**config.mk**
```make
export PLATFORM = sky130hd
export DESIGN_NAME = mem_arbiter_flat
export DESIGN_NICKNAME = d
export VERILOG_FILES = /design/src/rtl/mem_arbiter_if.sv /design/src/rtl/mem_arbiter.sv /design/src/flat_wrapper.sv
export SDC_FILE = /design/constraint.sdc
export NUM_CORES = 1
export LEC_CHECK = 0
export ABC_CLOCK_PERIOD_IN_PS = 3680
export CAP_MARGIN = 20
export CORE_UTILIZATION = 40
export CTS_BUF_LIST = sky130_fd_sc_hd__clkbuf_4 sky130_fd_sc_hd__clkbuf_8
export CTS_CLUSTER_SIZE = 40
export DETAILED_ROUTE_END_ITERATION = 12
export GPL_TIMING_DRIVEN = 1
export PLACE_DENSITY = 0.86
export SETUP_SLACK_MARGIN = 0.2
export SYNTH_ARGS = -nofsm -noshare
export SYNTH_HDL_FRONTEND = slang
export SYNTH_SLANG_ARGS = --single-unit
```
**constraint.sdc**
```tcl
create_clock -name clk -period 3.68 [get_ports clk]
set_input_delay 1.104 -clock clk [delete_from_list [all_inputs] [get_ports clk]]
set_output_delay 1.104 -clock clk [all_outputs]
set_load 0.01 [all_outputs]
```
**src/rtl/mem_arbiter_if.sv**
```systemverilog
// mem_arbiter_if: request/ack bundle for the two requesters plus the RAM-side port.
interface mem_arbiter_if #(
    parameter int DATA_WIDTH = 32,
    parameter int ADDR_WIDTH = 8
);
    logic                  req0, req1, we0, we1, ack0, ack1, busy, ram_we;
    logic [ADDR_WIDTH-1:0] addr0, addr1, ram_addr;
    logic [DATA_WIDTH-1:0] wdata0, wdata1, rdata0, rdata1, ram_wdata, ram_q;
    modport slave (
        input  req0, req1, we0, we1, addr0, addr1, wdata0, wdata1, ram_q,
        output ack0, ack1, rdata0, rdata1, busy, ram_addr, ram_wdata, ram_we
    );
    modport master (
        output req0, req1, we0, we1, addr0, addr1, wdata0, wdata1, ram_q,
        input  ack0, ack1, rdata0, rdata1, busy, ram_addr, ram_wdata, ram_we
    );
endinterface

```
**src/rtl/mem_arbiter.sv**
```systemverilog
// mem_arbiter: round-robin two-port arbiter sequencing one RAM access per grant
// (IDLE -> ACCESS -> RESP) with registered RAM drive and registered read data.
module mem_arbiter #(
    parameter int DATA_WIDTH = 32,
    parameter int ADDR_WIDTH = 8
) (
    input logic         clk,
    input logic         reset,
    mem_arbiter_if.slave bus
);
    typedef enum logic [1:0] {IDLE, ACCESS, RESP} state_t;
    state_t                state, state_nxt;
    logic                  grant, last_grant, winner, start, ram_we;
    logic [ADDR_WIDTH-1:0] ram_addr;
    logic [DATA_WIDTH-1:0] ram_wdata, rdata0, rdata1;
    always_comb begin
        start     = 1'b0;
        state_nxt = IDLE;
        winner    = (bus.req0 & bus.req1) ? ~last_grant : bus.req1;
        case (state)
            IDLE: begin
                start     = bus.req0 | bus.req1;
                state_nxt = start ? ACCESS : IDLE;
            end
            ACCESS:  state_nxt = RESP;
            default: state_nxt = IDLE;
        endcase
    end
    always_ff @(posedge clk or negedge reset) begin
        if (!reset) state <= IDLE;
        else        state <= state_nxt;
    end
    always_ff @(posedge clk or negedge reset) begin
        if (!reset) begin
            grant      <= 1'b0;
            last_grant <= 1'b1;
            ram_we     <= 1'b0;
            ram_addr   <= '0;
            ram_wdata  <= '0;
            rdata0     <= '0;
            rdata1     <= '0;
        end else begin
            ram_we <= start & (winner ? bus.we1 : bus.we0);
            if (start) begin
                grant      <= winner;
                last_grant <= winner;
                ram_addr   <= winner ? bus.addr1 : bus.addr0;
                ram_wdata  <= winner ? bus.wdata1 : bus.wdata0;
            end
            // ram_q is sampled on the edge closing ACCESS; only reads update rdata
            if (state == ACCESS && !ram_we) begin
                if (grant) rdata1 <= bus.ram_q;
                else       rdata0 <= bus.ram_q;
            end
        end
    end
    assign bus.ack0      = (state == RESP) & ~grant;
    assign bus.ack1      = (state == RESP) & grant;
    assign bus.busy      = (state != IDLE);
    assign bus.ram_we    = ram_we;
    assign bus.ram_addr  = ram_addr;
    assign bus.ram_wdata = ram_wdata;
    assign bus.rdata0    = rdata0;
    assign bus.rdata1    = rdata1;
endmodule

```
**src/flat_wrapper.sv**
```systemverilog
// flat-port wrapper written by rule: the top's interface ports become plain ports
module mem_arbiter_flat 
#(
    parameter int DATA_WIDTH = 32,
    parameter int ADDR_WIDTH = 8
)
  (clk, reset, bus_req0, bus_req1, bus_we0, bus_we1, bus_addr0, bus_addr1, bus_wdata0, bus_wdata1, bus_ram_q, bus_ack0, bus_ack1, bus_rdata0, bus_rdata1, bus_busy, bus_ram_addr, bus_ram_wdata, bus_ram_we);
  mem_arbiter_if #(.DATA_WIDTH(DATA_WIDTH), .ADDR_WIDTH(ADDR_WIDTH)) bus_i ();
  input logic clk;
  input logic reset;
  input wire logic [$bits(bus_i.req0)-1:0] bus_req0;
  input wire logic [$bits(bus_i.req1)-1:0] bus_req1;
  input wire logic [$bits(bus_i.we0)-1:0] bus_we0;
  input wire logic [$bits(bus_i.we1)-1:0] bus_we1;
  input wire logic [$bits(bus_i.addr0)-1:0] bus_addr0;
  input wire logic [$bits(bus_i.addr1)-1:0] bus_addr1;
  input wire logic [$bits(bus_i.wdata0)-1:0] bus_wdata0;
  input wire logic [$bits(bus_i.wdata1)-1:0] bus_wdata1;
  input wire logic [$bits(bus_i.ram_q)-1:0] bus_ram_q;
  output wire logic [$bits(bus_i.ack0)-1:0] bus_ack0;
  output wire logic [$bits(bus_i.ack1)-1:0] bus_ack1;
  output wire logic [$bits(bus_i.rdata0)-1:0] bus_rdata0;
  output wire logic [$bits(bus_i.rdata1)-1:0] bus_rdata1;
  output wire logic [$bits(bus_i.busy)-1:0] bus_busy;
  output wire logic [$bits(bus_i.ram_addr)-1:0] bus_ram_addr;
  output wire logic [$bits(bus_i.ram_wdata)-1:0] bus_ram_wdata;
  output wire logic [$bits(bus_i.ram_we)-1:0] bus_ram_we;
  assign bus_i.req0 = bus_req0;
  assign bus_i.req1 = bus_req1;
  assign bus_i.we0 = bus_we0;
  assign bus_i.we1 = bus_we1;
  assign bus_i.addr0 = bus_addr0;
  assign bus_i.addr1 = bus_addr1;
  assign bus_i.wdata0 = bus_wdata0;
  assign bus_i.wdata1 = bus_wdata1;
  assign bus_i.ram_q = bus_ram_q;
  assign bus_ack0 = bus_i.ack0;
  assign bus_ack1 = bus_i.ack1;
  assign bus_rdata0 = bus_i.rdata0;
  assign bus_rdata1 = bus_i.rdata1;
  assign bus_busy = bus_i.busy;
  assign bus_ram_addr = bus_i.ram_addr;
  assign bus_ram_wdata = bus_i.ram_wdata;
  assign bus_ram_we = bus_i.ram_we;
  mem_arbiter #(.DATA_WIDTH(DATA_WIDTH), .ADDR_WIDTH(ADDR_WIDTH)) u_core (.clk(clk), .reset(reset), .bus(bus_i));
endmodule
```
---- After elaboration in Yosys (flattened, before gate mapping) ----
Cells that the tools add are included.
cells by class
  equality and inequality tests ........... 2
  magnitude comparators ................... 0
  shifts and indexed selects .............. 0
  reductions and logical operators ........ 6
  mux-type cells .......................... 7
  multipliers ............................. 0
  divide/modulo/power cells ............... 0
  bitwise logic cells ..................... 7
  add/sub/neg operators ................... 0
operators with widths
  operator                                                          number
  32-bit two-way mux                                                1
  8-bit two-way mux                                                 1
  1-bit AND                                                         4
  1-bit two-way mux                                                 4
  2-bit case mux with 2 select lines                                1
  2-bit AND reduction                                               2
  2-bit by 1-bit == test with 1-bit output (second input constant)  1
  2-bit == test (second input constant)                             1
  2-bit zero test                                                   1
  1-bit inverter                                                    2
  2-bit nonzero test                                                1
  1-bit logical AND                                                 1
  1-bit zero test                                                   1
  1-bit OR                                                          1
word-level totals
  RAM bits ................................ 0
  memories ................................ 0
  input bits .............................. 118
  logic and storage cells ................. 30
  latch bits .............................. 0
  output and inout port bits .............. 108
  ROM bits ................................ 0
  register bits after elaboration ......... 109

---- Logic depth before layout (Yosys ltp) ----
Gate-level depths: netlist (run 1).
  depth in word-level cells ............... 4
  gate-level depth with buffers ........... 6
  depth with buffers taken out ............ 4

---- Least setup slack after synthesis (run 1) ----
Ideal clock, no wire load.
  kind .................................... reg2out
  start point ............................. register u_core.state[1]
  end point ............................... output bus_busy
  data required time ...................... 2.576 ns
  stages on the path, launching flop included .. 4
  buffers on the path ..................... 1
  slack ................................... 1.512 ns
  data arrival time ....................... 1.064 ns
  cells stage by stage .................... dfrtp_1 nor2_2 clkbuf_1 inv_1
on the way
  cells in the longest elaborated chain, start to end .. 1
RTL lines
  what                    RTL line            RTL
  start, declared         mem_arbiter.sv:12   state_t state, state_nxt;
  start signal, assigned  mem_arbiter.sv:31   else state <= state_nxt;
  2-bit nonzero test      mem_arbiter.sv:59   assign bus.busy = (state != IDLE);
  end, declared           flat_wrapper.sv:24  output wire logic [$bits(bus_i.busy)-1:0] bus_busy;
No other way between the ends.

---- Worst setup path in the final report (run 1) ----
  start point ............................. register u_core.state[1]
  end point ............................... output bus_ack0
on the way
  cells in the longest elaborated chain, start to end .. 2
RTL lines
  what           RTL line            RTL
  2-bit == test  mem_arbiter.sv:57   assign bus.ack0 = (state == RESP) & ~grant;
  1-bit AND      mem_arbiter.sv:57
  end, declared  flat_wrapper.sv:20  output wire logic [$bits(bus_i.ack0)-1:0] bus_ack0;
No other way between the ends.

==> results of run 1 <==
worst max path at each step:
stage | startpoint | end | slack (ns) | cells after the start
finish | u_core.state[1] | bus_ack0 | 0.95 | 2
global route | u_core.state[1] | bus_ack0 | 0.85 | 2
CTS | u_core.state[1] | bus_ack0 | 0.92 | 2
detailed placement | bus_req0 | u_core.bus.ram_wdata[5] | 0.86 | 5
global placement | bus_req0 | u_core.bus.ram_wdata[0] | 0.96 | 5
floorplan | u_core.state[1] | bus_busy | 1.51 | 3
cells in the final DEF, fill, tap and decap left out:
master | synthesis | final
inv_2 | 1 | 1
clkbuf_8 | 0 | 10
a31oi_1 | 41 | 41
dfstp_2 | 1 | 1
mux2_1 | 7 | 7
nor3b_4 | 1 | 1
nand2_1 | 83 | 83
or2_2 | 1 | 1
inv_1 | 1 | 1
bufinv_16 | 0 | 3
nor3b_1 | 1 | 1
a21oi_1 | 42 | 42
nor2b_4 | 1 | 1
a22o_1 | 1 | 1
nor2_4 | 0 | 1
mux2_2 | 57 | 57
buf_4 | 0 | 9
clkinvlp_4 | 0 | 1
dfrtp_1 | 108 | 108
inv_6 | 0 | 1
and3b_1 | 2 | 2
a21boi_4 | 0 | 1
clkdlybuf4s50_1 | 0 | 224
a21bo_1 | 1 | 1
routing by layer:
layer / share of wire (%) / vias to the layer above
li1: - / 1753
met2: 48 / 224
met1: 40 / 1829
met4: 2.8 / 0
met5: 0 / -
met3: 9.0 / 26
area by class of cell:
type	instances	area, µm²	share of cell area, %
sequential	109	2729	38.56
timing repair buffer	233	2310	32.64
multi-input combinational	240	1612	22.77
tap	140	175.2	2.475
clock buffer	10	137.6	1.945
clock inverter	5	106.4	1.503
inverter	2	7.507	0.1061
registers in the layout (all words and copies together), names as in the netlist:
register              count
u_core.bus.ram_addr       8
u_core.bus.rdata0        32
u_core.bus.rdata1        32
u_core.last_grant         1
u_core.bus.ram_wdata     32
u_core.bus.ram_we         1
u_core.state              2
u_core.grant              1
synthesized netlist by cell type, drive strengths merged:
cell / n
a21bo: 1
nor3b: 2
a22o: 1
dfstp: 1
a21boi: 1
or2: 1
inv: 2
nor2b: 1
nor2: 1
clkbuf: 15
nand2: 83
a31oi: 41
buf: 13
dfrtp: 108
mux2: 64
a21oi: 42
and3b: 2
power by group:
group	internal (mW)	switching, mW	leakage (nW)
clock network	0.470	0.396	0.119
logic	1.72	1.23	1.53
registers	1.82	0.370	1.27
total	4.01	1.99	2.91
cells by family after synthesis:
logic type	share of synthesized area (%)
DFF	60.77
and+or+nand+nor	8.499
AOI/OAI and AO/OA	10.98
muxes	16.05
buffers and inverters	3.705
==> flow_summary.yaml, run 1 <==
synthesis:
  synth_cells: 379
  yosysWarnings: 0
  ys_seq_elements: 109
  syn_area_um2: 4491
  synth_top_area_cell: "dfrtp_1"
  synth_top_area_share_pct: 60.18
  synth.distinct_cells: 21
  ys_seq_area_share_pct: 60.77
  avgSynthCellArea_um2: 11.85
  synthTopCellsByArea: "dfrtp_1, mux2_2, nand2_1"
  syn_nets: 497
placed_design:
  numPlacedInstances: 724
  dp_hpwl_um: 8865
  pre_cts_ws_ns: 0.8587
  gp_congestion: 0.8040
  place_area_um2: 6833
  port_buffers: 225
route:
  dr.pass1.iters: 4
  finalWirelength_um: 12270
  drc: 0
  viasPerCell: 5.185
  first_iter_violations: 174
  wl_per_cell_um: 16.61
  ant_nets: 0
  vias: 3832
clock_network:
  cts_resized: 0
  cts_sinks: 109
  post_cts_buffers: 0
  htree_levels: 3
  cts_root_buffer: "clkbuf_8"
  clk_path_buf_depth: 2
  cts_tree: "yes"
  hold_buffers: 0
  cts_buffers: 9
  clk_pin_slew_ns: 0.10
  clock_latency_ns: 0.36
power_and_ir_drop:
  ir_drop_v: 0.0004864
  p_leak_nw: 2.912
  power_density_nw_per_um2: 848.0
  fin_total_pwr_mw: 6.001
worst_setup_path:
  ff2ff_path_depth: 5
  critPathBufInv: 1
  critPathTopFamily: "buffers and inverters"
  max_stage_delay_ns: 0.58
  r2r_setup_slack_ns: 1.55
  r2r_start: "u_core.state[1]"
  end_kind: "output port"
  critPathKind: "reg -> out"
  startpoint_type: "flip-flop"
  r2r_end: "u_core.bus.ram_wdata[5]"
  cp.arrival_ns: 1.62
  cp_max_fo: 4
  path_cells: "nor3b_1 -> clkdlybuf4s50_1"
  required_ns: 2.58
  crit_slowest_cell: "clkdlybuf4s50_1"
floorplanning:
  ios: 226
  die_area_um2: 11650
  core.rowCount: 38
  initial_core_util_pct: 41.24
  die_x_um: 108.0
  dieHeight_um: 108.0
  coreArea_um2: 10890
global_routing:
  met2_usage_pct: 35.67
  gr-usage-met3_pct: 4.762
  first_global_vias: 3896
  grt-ovfl-total: 0
  antenna_found_initial: 0
  grt_max_degree: 58
  grt_pass1_wl_um: 18930
  use_met1_pct: 25.67
  gr-max-usage-layer: "met2"
  gr-usage-all-layers_pct: 21.12
min_path:
  worstHoldStart: "u_core.bus.rdata1[9]"
  whs_endpoint: "u_core.bus.rdata1[9]"
  hold_class: "reg -> reg"
  hold_depth: 1
timing:
  tightest_slew_ns: 0.6895
  relSlewSlack_pct: 54.04
  drv_slew: 0
  skew_ns: 0.01045
  min_period_over_period_pct: 74.10
  fin_ws_ns: 0.9530
  hold_viol_final: 0
  timing.setup.tns_ns: 0
  finalSetupViolations: 0
  holdWs_ns: 0.4950
  timing.fmax_mhz: 366.7
  rsz0062_at_grt: "false"
  min_period_ns: 2.727
cells_and_area:
  fin_area_um2: 7077
  antennaDiodeCount: 0
  fin_cells: 739
  area_growth_pct: 57.59
  fillers: 836
  nets: 713
  layout-drive-gt1-share_pct: 14.69
  utilization_pct: 65.00
job:
  maxCapViolCount: 0
outcome:
  status: "finished, final reports clean"
(Power assumes the default switching activity.)
==> run 2: changes to the inputs <==
ABC_CLOCK_PERIOD_IN_PS = 2500   (was 3680)
CORE_UTILIZATION = 37   (was 40)
PLACE_DENSITY = 0.84   (was 0.86)
clock period = 2.5 ns   (was 3.68 ns; I/O delays follow)
==> run 2 against run 1 <==
  * The flow now finishes with violations (design-rule violations)
  * Routed wire length up 0.20%
  * Global-route usage shrank 1.2 points
  * Sequential cell count is the same
  * Clock power up 18%
  * Final cell count rose by 0.81%
  * Combinational power grew 48%
  * Sequential power rose by 47%
  * Clock skew increased by 0.0017 ns
  * Non-clock buffer count rose by 2
  * Clock-buffer cell count up 1
  * Core utilization is 4.1 points lower
  * Critical path type unchanged
  * Largest power group unchanged
  * Highest routed layer unchanged
==> flow_summary.yaml, run 2 (synthesis gave the netlist of run 1 again) <==
outcome:
  status: "finished, violations left"
  violations: "design-rule violations"
placed_design:
  port_buffers: 225
  dp_hpwl_um: 9259
  pre_cts_ws_ns: 0.05392
  numPlacedInstances: 729
  gp_congestion: 0.7641
timing:
  hold_viol_final: 0
  min_period_over_period_pct: 89.07
  rsz0062_at_grt: "false"
  skew_ns: 0.01211
  timing.setup.tns_ns: 0
  fin_ws_ns: 0.2732
  timing.fmax_mhz: 449.1
  tightest_slew_ns: 0.6597
  drv_slew: 0
  finalSetupViolations: 0
  min_period_ns: 2.227
  relSlewSlack_pct: 55.96
power_and_ir_drop:
  power.share.combinational_pct: 50.7
  power_density_nw_per_um2: 1214
  switching_power_mw: 2.942
  share_seq_of_total_power_pct: 37.4
  p_int_mw: 5.649
  ir_drop_v: 0.0005189
  p_leak_nw: 2.912
  swShare_pct: 34.24
  clkPwrFrac_pct: 11.9
route:
  vias: 3788
  wl_per_cell_um: 16.51
  dr.pass1.iters: 8
  viasPerCell: 5.085
  ant_nets: 0
  dr_wl_met2_um: 6136
  met1_length_um: 4824
  top_layer: "met4"
  drc: 20
  first_iter_violations: 247
  wl_met3_um: 1137
  finalWirelength_um: 12300
global_routing:
  antenna_found_initial: 0
  grt_pass1_wl_um: 19840
  first_global_vias: 3872
  grt_max_degree: 66
  grt-ovfl-total: 0
  gr-usage-all-layers_pct: 19.95
clock_network:
  cts_tree: "yes"
  clock_latency_ns: 0.36
  cts_root_buffer: "clkbuf_8"
  cts_buffers: 9
  post_cts_buffers: 0
  htree_levels: 3
  clk_pin_slew_ns: 0.10
  clk_path_buf_depth: 2
  hold_buffers: 0
  cts_sinks: 109
worst_setup_path:
  required_ns: 1.75
  cp_max_fo: 4
  critPathKind: "reg -> out"
  cp.arrival_ns: 1.48
  startpoint_type: "flip-flop"
  end_kind: "output port"
floorplanning:
  dieHeight_um: 112.2
  initial_core_util_pct: 38.67
  die_x_um: 112.2
  coreArea_um2: 11610
  die_area_um2: 12580
  core.rowCount: 39
  ios: 226
cells_and_area:
  fillers: 983
  final_common_cell: "clkdlybuf4s50_1"
  reg_top3: "u_core.bus.ram_wdata: 32 flops, u_core.bus.rdata0: 32 flops, u_core.bus.rdata1: 32 flops"
  area_growth_pct: 57.59
  final_cell_mix: "clkdlybuf4s50_1, dfrtp_1, nand2_1, mux2_2, a21oi_1"
  layout-drive-gt1-share_pct: 15.45
  antennaDiodeCount: 0
  nets: 715
  fin_cells: 745
min_path:
  hold_class: "in -> async"
job:
  maxCapViolCount: 0
run 2: power groups by stage:
stage	Sequential [mW]	Clock, mW	Combinational, mW
2_1_floorplan	3.57	0	1.64
4_1_cts	3.22	1.06	4.40
3_5_place_dp	3.24	0	4.40
3_3_place_gp	3.18	0	4.28
5_1_grt	3.33	1.13	4.68
6_report	3.21	1.02	4.36
run 2: layer usage:
metal,vias up,GRT usage (%)
met2,201,35.24
met4,0,5.867
met5,-,0
met3,16,5.022
met1,1814,24.09
li1,1757,-
run 2: cell type report:
class                      count  area (µm²)  area share [%]
sequential                   109        2731           38.60
timing repair buffer         235        2360           33.35
multi-input combinational    240        1607           22.70
tap                          143       178.9           2.528
clock buffer                  11       151.4           2.139
clock inverter                 5       41.29          0.5835
inverter                       2       7.507          0.1061
run 2: worst paths after layout:
path / end / from / cells past startpoint / slack, ns
worst max-delay path: bus_busy / u_core.state[1] / 3 / 0.27
worst min-delay path: u_core.bus.rdata0[0] / reset / 2 / 0.36
worst max register to register: u_core.bus.ram_addr[4] / u_core.state[1] / 5 / 0.41
worst min register to register: u_core.bus.rdata1[9] / u_core.bus.rdata1[9] / 1 / 0.49
max in group asynchronous: u_core.bus.rdata0[10] / reset / 2 / 1.82
min in group clk: u_core.bus.rdata1[9] / u_core.bus.rdata1[9] / 1 / 0.49
run 2: what timing repair did:
action                                  in CTS  in global routing
hold endpoints to repair                     0                  0
resized for setup                            3                  1
pin swaps                                    0                  0
endpoints found under the setup margin       2                  1
run 2: stage by stage:
step	hold slack (ns)	power, mW	cell area [µm²]	utilization (%)
final	0.3556	8.591	7077	60.94
after floorplan	0.4544	5.215	4491	-
after global routing	0.3528	9.137	7077	60.94
after detailed placement	0.4737	7.641	6884	59.28
after CTS	0.3511	8.675	7076	60.92
after global placement	0.4677	7.462	6884	59.28
run 2: worst max-delay path, stage by stage, from the launching register on:
cell	delay, ns
dfrtp_2	0.45
nor2_2	0.14
inv_1	0.05
clkdlybuf4s50_1	0.49
==> run 3: changes to the inputs <==
SKIP_CTS_REPAIR_TIMING = 1   (was default)
==> run 3 against run 2 <==
  * The flow still finishes with violations (design-rule violations)
  * Largest cell class unchanged
  * Sequential cell count stayed put
  * Critical path type unchanged
  * Clock-buffer cell count unchanged
  * Highest routed layer unchanged
  * Die area unchanged
==> flow_summary.yaml, run 3 (synthesis gave the netlist of run 1 again) <==
outcome:
  status: "finished, violations left"
  violations: "design-rule violations"
timing:
  relSlewSlack_pct: 56.36
  skew_ns: 0.01231
  finalSetupViolations: 0
  hold_viol_final: 0
  rsz0062_at_grt: "false"
  timing.fmax_mhz: 447.9
  tightest_slew_ns: 0.6537
  timing.setup.tns_ns: 0
  min_period_over_period_pct: 89.31
  min_period_ns: 2.233
  holdWs_ns: 0.3551
  drv_slew: 0
cells_and_area:
  fin_area_um2: 7084
  area_growth_pct: 57.76
  layout-drive-gt1-share_pct: 15.45
  utilization_pct: 61.00
  final_common_cell: "clkdlybuf4s50_1"
  reg_top3: "u_core.bus.ram_wdata: 32 flops, u_core.bus.rdata0: 32 flops, u_core.bus.rdata1: 32 flops"
  final_cell_mix: "clkdlybuf4s50_1, dfrtp_1, nand2_1, mux2_2, a21oi_1"
  antennaDiodeCount: 0
  fillers: 980
  nets: 715
floorplanning:
  coreArea_um2: 11610
  core.rowCount: 39
  dieHeight_um: 112.2
  die_x_um: 112.2
  ios: 226
  initial_core_util_pct: 38.67
  die_area_um2: 12580
job:
  maxCapViolCount: 0
worst_setup_path:
  cp_max_fo: 4
  required_ns: 1.75
  max_stage_delay_ns: 0.49
  cp.arrival_ns: 1.48
  path_cells: "nor2_2 -> inv_1 -> clkdlybuf4s50_1"
  crit_slowest_cell: "clkdlybuf4s50_1"
  startpoint_type: "flip-flop"
  critPathKind: "reg -> out"
  end_kind: "output port"
power_and_ir_drop:
  power_density_nw_per_um2: 1214
  fin_total_pwr_mw: 8.598
  ir_drop_v: 0.0005201
  p_leak_nw: 2.938
placed_design:
  dp_hpwl_um: 9259
  gp_congestion: 0.7641
  place_area_um2: 6884
  port_buffers: 225
global_routing:
  gr-usage-all-layers_pct: 19.97
  antenna_found_initial: 0
  grt-ovfl-total: 0
  grt_max_degree: 66
  first_global_vias: 3875
  grt_pass1_wl_um: 19860
clock_network:
  cts_root_buffer: "clkbuf_8"
  clock_latency_ns: 0.36
  cts_buffers: 9
  clk_path_buf_depth: 2
  clk_pin_slew_ns: 0.10
  htree_levels: 3
  cts_sinks: 109
  cts_tree: "yes"
route:
  dr.pass1.iters: 8
  drc: 20
  wl_per_cell_um: 16.52
  first_iter_violations: 235
  finalWirelength_um: 12310
  vias: 3777
  ant_nets: 0
  viasPerCell: 5.070
min_path:
  hold_class: "in -> async"
[run 3: cell count changes in the layout (fill, tap and decap cells not counted), sizes merged]
cell / change
dlygate4sd2: -2
dlymetal6s2s: +2
[run 3: final timing paths]
path / to / depth (start not counted) / from / slack, ns
max: bus_busy / 3 / u_core.state[1] / 0.27
min: u_core.bus.rdata0[0] / 2 / reset / 0.36
max reg2reg: u_core.bus.ram_addr[4] / 5 / u_core.state[1] / 0.41
min reg2reg: u_core.bus.rdata1[9] / 1 / u_core.bus.rdata1[9] / 0.49
max in group asynchronous: u_core.bus.rdata0[10] / 2 / reset / 1.82
min in group clk: u_core.bus.rdata1[9] / 1 / u_core.bus.rdata1[9] / 0.49
[run 3: power breakdown]
part / switching, mW / internal [mW] / total (mW)
logic: 1.82 / 2.55 / 4.36
registers: 0.529 / 2.68 / 3.21
clock network: 0.597 / 0.426 / 1.02
[run 3: stage by stage]
stage	std cells	setup slack, ns
after floorplan	379	0.6864
after global placement	729	0.1189
after detailed placement	729	0.05392
after CTS	745	0.04291
after global routing	745	0.2039
final	745	0.2672
[run 3: worst max-delay path: cells and delay by family, from the launching register on]
kind                   cells  cell delay, ns
and+or+nand+nor            1            0.14
DFF                        1            0.45
buffers and inverters      2            0.54
[run 3: layout make-up]
class | count | area, µm² | area share (%)
tap | 143 | 178.9 | 2.526
clock inverter | 5 | 41.29 | 0.5828
inverter | 2 | 7.507 | 0.1060
sequential | 109 | 2731 | 38.56
clock buffer | 11 | 151.4 | 2.137
multi-input combinational | 240 | 1607 | 22.68
timing repair buffer | 235 | 2367 | 33.42
[run 3: per-layer routing]
metal	track usage [%]	part of all wire [%]
met5	0	0
met4	5.867	1.6
met3	5.022	8.5
met2	35.32	50
met1	24.09	40
